$ cat src/rtl/ram_loader_pkg.sv
// Shared loader definitions: protocol FSM encodings, 8N1 frame constants and
// the length-byte decoding helper.
package ram_loader_pkg;

  typedef enum logic [2:0] {
    ST_IDLE  = 3'd0,
    ST_LEN   = 3'd1,
    ST_DATA  = 3'd2,
    ST_CSUM  = 3'd3,
    ST_DONE  = 3'd4,
    ST_ERROR = 3'd5
  } ld_state_t;

  typedef enum logic [1:0] {
    RX_IDLE  = 2'd0,
    RX_START = 2'd1,
    RX_DATA  = 2'd2,
    RX_STOP  = 2'd3
  } rx_state_t;

  localparam int         DATA_BITS      = 8;
  localparam int         STOP_BITS      = 1;
  localparam logic [8:0] LEN_ZERO_COUNT = 9'd256;

  // A length byte of 0x00 stands for a full 256-byte image.
  function automatic logic [8:0] len_to_count(input logic [7:0] len);
    return (len == 8'd0) ? LEN_ZERO_COUNT : {1'b0, len};
  endfunction

endpackage

$ cat src/rtl/ram_loader_uart_rx.sv
// 8N1 serial receiver: 2-flop synchronizer, mid-bit sampling timer, LSB-first
// shift register. Emits one-cycle frame_start / byte_valid / frame_err pulses.
module uart_rx
  import ram_loader_pkg::*;
#(
  parameter int CLKS_PER_BIT = 16
) (
  input  logic       clk,
  input  logic       reset_n,
  input  logic       rx,
  output logic [7:0] rx_byte,
  output logic       byte_valid,
  output logic       frame_err,
  output logic       frame_start
);

  localparam int            CW   = $clog2(CLKS_PER_BIT);
  localparam logic [CW-1:0] HALF = CW'(CLKS_PER_BIT / 2 - 1);
  localparam logic [CW-1:0] FULL = CW'(CLKS_PER_BIT - 1);

  logic          rx_meta, rx_sync;
  rx_state_t     st, st_d;
  logic [CW-1:0] cnt;
  logic [2:0]    bit_idx;
  logic [7:0]    shreg;
  logic          cnt_clr, sample, start_ok, stop_ok, stop_bad;

  always_ff @(posedge clk or negedge reset_n)
    if (!reset_n) begin
      rx_meta <= 1'b1;
      rx_sync <= 1'b1;
      st      <= RX_IDLE;
    end else begin
      rx_meta <= rx;
      rx_sync <= rx_meta;
      st      <= st_d;
    end

  always_comb begin
    st_d     = st;
    cnt_clr  = 1'b0;
    sample   = 1'b0;
    start_ok = 1'b0;
    stop_ok  = 1'b0;
    stop_bad = 1'b0;
    case (st)
      RX_IDLE: begin
        cnt_clr = 1'b1;
        if (!rx_sync) st_d = RX_START;
      end
      // Start bit must still be low at its midpoint, otherwise it was a glitch.
      RX_START: if (cnt == HALF) begin
        cnt_clr = 1'b1;
        if (!rx_sync) begin
          st_d     = RX_DATA;
          start_ok = 1'b1;
        end else begin
          st_d = RX_IDLE;
        end
      end
      RX_DATA: if (cnt == FULL) begin
        cnt_clr = 1'b1;
        sample  = 1'b1;
        if (bit_idx == 3'(DATA_BITS - 1)) st_d = RX_STOP;
      end
      RX_STOP: if (cnt == FULL) begin
        cnt_clr  = 1'b1;
        st_d     = RX_IDLE;
        stop_ok  = rx_sync;
        stop_bad = !rx_sync;
      end
      default: st_d = RX_IDLE;
    endcase
  end

  always_ff @(posedge clk or negedge reset_n)
    if (!reset_n) begin
      cnt         <= '0;
      bit_idx     <= '0;
      shreg       <= '0;
      byte_valid  <= 1'b0;
      frame_err   <= 1'b0;
      frame_start <= 1'b0;
    end else begin
      cnt         <= cnt_clr ? '0 : cnt + 1'b1;
      byte_valid  <= stop_ok;
      frame_err   <= stop_bad;
      frame_start <= start_ok;
      if (start_ok) bit_idx <= '0;
      else if (sample) bit_idx <= bit_idx + 3'd1;
      if (sample) shreg <= {rx_sync, shreg[7:1]};
    end

  assign rx_byte = shreg;

endmodule

$ cat src/rtl/ram_loader.sv
// Serial program loader: length-prefixed image over 8N1 written into RAM from 0x00
// while the CPU is held in reset. LOADER_CHECKSUM_EN adds a trailing sum byte check.
module ram_loader
  import ram_loader_pkg::*;
#(
  parameter int CLKS_PER_BIT = 16
) (
  input  logic       clk,
  input  logic       reset_n,
  input  logic       rx,
  output logic [7:0] mem_addr,
  output logic [7:0] mem_data,
  output logic       mem_we,
  output logic       cpu_hold,
  output logic       done,
  output logic       error
);

`ifdef LOADER_CHECKSUM_EN
  localparam ld_state_t AFTER_DATA = ST_CSUM;
`else
  localparam ld_state_t AFTER_DATA = ST_DONE;
`endif

  logic [7:0] rx_byte;
  logic       byte_valid, frame_err, frame_start;
  ld_state_t  state, state_d;
  logic [8:0] remain;
  logic       hold_q;

  uart_rx #(.CLKS_PER_BIT(CLKS_PER_BIT)) u_rx (
    .clk         (clk),
    .reset_n     (reset_n),
    .rx          (rx),
    .rx_byte     (rx_byte),
    .byte_valid  (byte_valid),
    .frame_err   (frame_err),
    .frame_start (frame_start)
  );

`ifdef LOADER_CHECKSUM_EN
  logic [7:0] sum;

  always_ff @(posedge clk or negedge reset_n)
    if (!reset_n)                          sum <= '0;
    else if (state == ST_LEN && byte_valid) sum <= '0;
    else if (mem_we)                        sum <= sum + mem_data;
`endif

  always_ff @(posedge clk or negedge reset_n)
    if (!reset_n) state <= ST_IDLE;
    else          state <= state_d;

  always_comb begin
    state_d = state;
    case (state)
      ST_IDLE:  if (frame_start) state_d = ST_LEN;
      ST_LEN:   if (byte_valid)  state_d = ST_DATA;
      ST_DATA:  if (mem_we && remain == 9'd1) state_d = AFTER_DATA;
`ifdef LOADER_CHECKSUM_EN
      ST_CSUM:  if (byte_valid) state_d = (rx_byte == sum) ? ST_DONE : ST_ERROR;
`endif
      ST_DONE:  state_d = ST_IDLE;
      ST_ERROR: state_d = ST_ERROR;
      default:  state_d = ST_ERROR;
    endcase
    if (frame_err) state_d = ST_ERROR;
  end

  always_ff @(posedge clk or negedge reset_n)
    if (!reset_n) begin
      mem_addr <= '0;
      mem_data <= '0;
      mem_we   <= 1'b0;
      remain   <= '0;
      hold_q   <= 1'b1;
      error    <= 1'b0;
    end else begin
      mem_we <= (state == ST_DATA) && byte_valid;
      if (state == ST_DATA && byte_valid) mem_data <= rx_byte;
      // Address advances the cycle after each strobe, wrapping 0xFF -> 0x00.
      if (state == ST_LEN && byte_valid) begin
        remain   <= len_to_count(rx_byte);
        mem_addr <= '0;
        hold_q   <= 1'b1;
      end else if (mem_we) begin
        mem_addr <= mem_addr + 8'd1;
        remain   <= remain - 9'd1;
      end
      if (state == ST_DONE) hold_q <= 1'b0;
      if (state_d == ST_ERROR) error <= 1'b1;
    end

  assign done     = (state == ST_DONE);
  assign cpu_hold = (hold_q || state == ST_ERROR) && state != ST_DONE;

endmodule

$ cat config.mk
export PLATFORM = sky130hd
export DESIGN_NAME = ram_loader
export DESIGN_NICKNAME = d
export VERILOG_FILES = /design/src/rtl/ram_loader_pkg.sv /design/src/rtl/ram_loader_uart_rx.sv /design/src/rtl/ram_loader.sv
export SDC_FILE = /design/constraint.sdc
export NUM_CORES = 1
export LEC_CHECK = 0
export ABC_AREA = 1
export CORE_ASPECT_RATIO = 0.6
export CORE_MARGIN = 2
export CORE_UTILIZATION = 50
export CTS_CLUSTER_DIAMETER = 80
export DETAILED_ROUTE_END_ITERATION = 6
export GPL_TIMING_DRIVEN = 0
export MAX_ROUTING_LAYER = met4
export PLACE_DENSITY = 0.71
export SYNTH_ARGS = -nofsm -noshare
export SYNTH_HDL_FRONTEND = slang
export SYNTH_SLANG_ARGS = --single-unit
$ cat constraint.sdc
create_clock -name clk -period 2 [get_ports clk]
set_clock_uncertainty 0.1 [all_clocks]
set_input_delay 0.5 -clock clk [delete_from_list [all_inputs] [get_ports clk]]
set_output_delay 0.5 -clock clk [all_outputs]
set_load 0.02 [all_outputs]
==> metrics.md <==
| Metric | Value |
|---|---|
| Drt drc | `0` |
| Netlist cell types | `34` |
| Synth Area in Simple Gates | `0.253` |
| # port buffers | `22` |
| Crit Path Max Fanout | `5` |
| Part of the power in the clock network | `0.325` |
| Placed instance count | `388` |
| Slowest stage cell, crit path | `dfrtp_1` |
| Fin nets | `342` |
| Layout cells sized above 1 | `0.162` |
| Crit path top cell by count | `inv_1` |
| Worst hold slack | `0.0000921 ns` |
| Placed instance area | `0.00293 sq mm` |
| Complex-gate fraction of the synthesized area | `0.112` |
| DR vias | `2,015` |
| Slew @ Worst Pin | `0.414 ns` |
| RePlAce Congestion | `0.900` |
| Pre-antenna DRT Iters | `4` |
| Vias in the first global route | `1,962` |
| Design area | `0.00308 sq mm` |
| Max VDD drop | `0.000353 V` |
| Max_cap viols | `0` |
| Post-synthesis xor/xnor area fraction | `0.0101` |
| Critical Path Max Stage Delay | `0.42 ns` |
| Root Buffer | `clkbuf_8` |
| Synth Area in Adders | `0.0288` |
| CP arrival | `1.38 ns` |
| Post-synth top area share | `0.479` |
| Status | `completed` |
| Routed WL | `5300 microns` |
| I/O pin count | `23` |
| Crit-path cells | `inv_1 -> o21ai_2 -> a21boi_2 -> inv_1 -> buf_2` |
| Die area | `0.00583 sq mm` |
| Setup slack, reg-to-reg | `0.43 ns` |
| Minimum clock period after layout | `1.98 ns` |
| Initial Util | `0.516` |
| Largest area contributor in the netlist | `dfrtp_1` |
| Final worst-path cycle share | `0.990` |
| Synth warn | `0` |
| Drt via density | `5.04` |
| Die H | `60.0 microns` |
| Reg clk slew, reported paths | `0.10 ns` |
| DRT iter0 DRCs | `82` |
| Crit Path Class | `reg -> out` |
| # rows | `20` |
| Post-synthesis sequential area ratio | `0.510` |
| Post-CTS Hold Fix Bufs | `0` |
| Antenna cells | `0` |
| TritonCTS clock tree | `yes` |
| Core box area | `0.00505 sq mm` |
| Grt total ovfl | `0` |
| Largest net degree at the start of global routing | `39` |
| Total GRT Usage | `0.210` |
| Avg Cell Area, Syn | `8.73 sq um` |
| Pint | `1.68 mW` |
| Comb power frac | `0.176` |
| RSZ-0062 raised after global routing | `yes` |
| DRT antenna net count | `0` |
| Final Hold Fails | `0` |
| WP buf/inv | `3` |
| Crit path required time | `1.40 ns` |
| Post-Syn Nets | `308` |
| Post-detail-place hpwl | `3880 microns` |
| CP Launch Type | `register` |
| Pwr Total | `2.34 mW` |
| Mux cell area share after synthesis | `0` |
| Drt wl/cell | `13.3 microns` |
| Sw Ratio | `0.281` |
| Yosys reg bits | `53` |
| Area grow syn2layout | `17.9%` |
| Max-slew headroom at the worst pin | `0.724` |
| Netlist Area Pre-Place | `0.00261 sq mm` |
| Initial antenna violation count | `0` |
| Clk_lat worst skew | `0.31 ns` |
| Highest-count cells in the layout ignoring fill and taps | `nand2_1 (71), dfrtp_1 (50), inv_1 (42)` |
| Hold WC Path Type | `in -> async` |
| Fmax | `0.505 GHz` |
| Setup violators final | `0` |
| Nature of the critical path endpoint | `output pin` |
| Net Sw Power | `0.660 mW` |
| Max H-tree Level | `2` |
| Clock Path Buffers | `2` |
| Setup ws final | `0.0202 ns` |
| Place WS | `-0.234 ns` |
| Clock Sinks | `53` |
| Largest family of logic cells by synthesized area | `simple AND/OR/NAND/NOR gates` |
| First-pass GRT wire length | `9250 microns` |
| Non-Filler Instances | `400` |
| Fin. max-slew vios | `0` |
| Commonest non-fill, non-tap cell in the layout | `nand2_1` |
| Top delay family on crit path | `flip-flops` |
| Num CTS Buffers | `5` |
| PD cells | `761 mW/mm^2` |
| Die width | `97.3 microns` |
| Pleak | `1.56 nW` |
| Sequential share of power | `0.498` |
| Post-synthesis cell count | `299` |
| Top cells by area, synth | `dfrtp_1 (48%), nand2_1 (10%), inv_1 (6.2%), nand3_1 (3.8%), nor2_1 (3.7%)` |
-- cell usage after synthesis, drive strengths merged --
master,instances
a21boi,1
a21oi,8
a31oi,1
a32oi,1
buf,4
clkbuf,1
dfrtp,50
dfstp,3
ha,6
inv,48
nand2,75
nand3,20
nand4,5
nor2,30
nor3,9
nor3b,1
o211ai,4
o21ai,27
o21bai,1
or2,1
xor2,3
-- cell families after synthesis --
kind of cell,count (synthesis)
compound gates,43
xor+xnor,3
fa+ha+maj,6
buf+inv,53
flops,53
simple gates,141
-- routing by layer --
layer,up-vias,wire length [microns],track usage
li1,1027,-,-
met4,0,76,0.0675
met5,-,0,-
met2,44,2100,0.306
met3,11,217,0.0456
met1,933,2900,0.297
-- path summary, 6_finish.rpt --
kind / end / start / cells after the start
max in group asynchronous: hold_q / reset_n / 2
worst min-delay path: mem_data[4] / reset_n / 1
worst max register to register: u_rx.rx_byte[7] / u_rx.cnt[0] / 6
min in group clk: u_rx.rx_sync / u_rx.rx_meta / 0
worst max-delay path: cpu_hold / state[2] / 5
worst min register to register: u_rx.rx_sync / u_rx.rx_meta / 0
-- power groups by stage --
stage               combinational [mW]  clock [mW]  sequential [mW]
finish                           0.413       0.763             1.17
global route                     0.462       0.817             1.18
CTS                              0.376       0.773             1.17
detailed placement               0.365           0             1.19
global placement                 0.351           0             1.19
floorplan                        0.257           0             1.18
-- flip-flops by register name (all words and copies together) (netlist names), 3 cells and up, named ones only --
| signal | flops |
|---|---|
| u_rx.cnt | 4 |
| u_rx.rx_byte | 8 |
| mem_addr | 8 |
| state | 3 |
| u_rx.bit_idx | 3 |
| mem_data | 8 |
| remain | 9 |
-- metrics by stage --
step	setup TNS (ns)	utilization
3_5_place_dp	-0.234	0.579
3_3_place_gp	-67.44	0.576
6_report	0	0.609
5_1_grt	-0.0691	0.609
4_1_cts	-0.00702	0.605
2_1_floorplan	0	-
-- layout make-up --
class                           count  area (sq um)
Buffer                              5          42.5
Clock buffer                        7          86.3
Clock inverter                      1          30.0
Fill cell                         434          1980
Inverter                           48           185
Multi-Input combinational cell    193          1060
Sequential cell                    53          1330
Tap cell                           66          82.6
Timing Repair Buffer               27           259
-- timing repair --
action | in CTS | in global routing
setup buffers | 2 | 2
setup endpoints to repair | 3 | 2
resized for setup | 10 | 3
pin swaps | 0 | 1
Power figures use the tool's default switching activity.
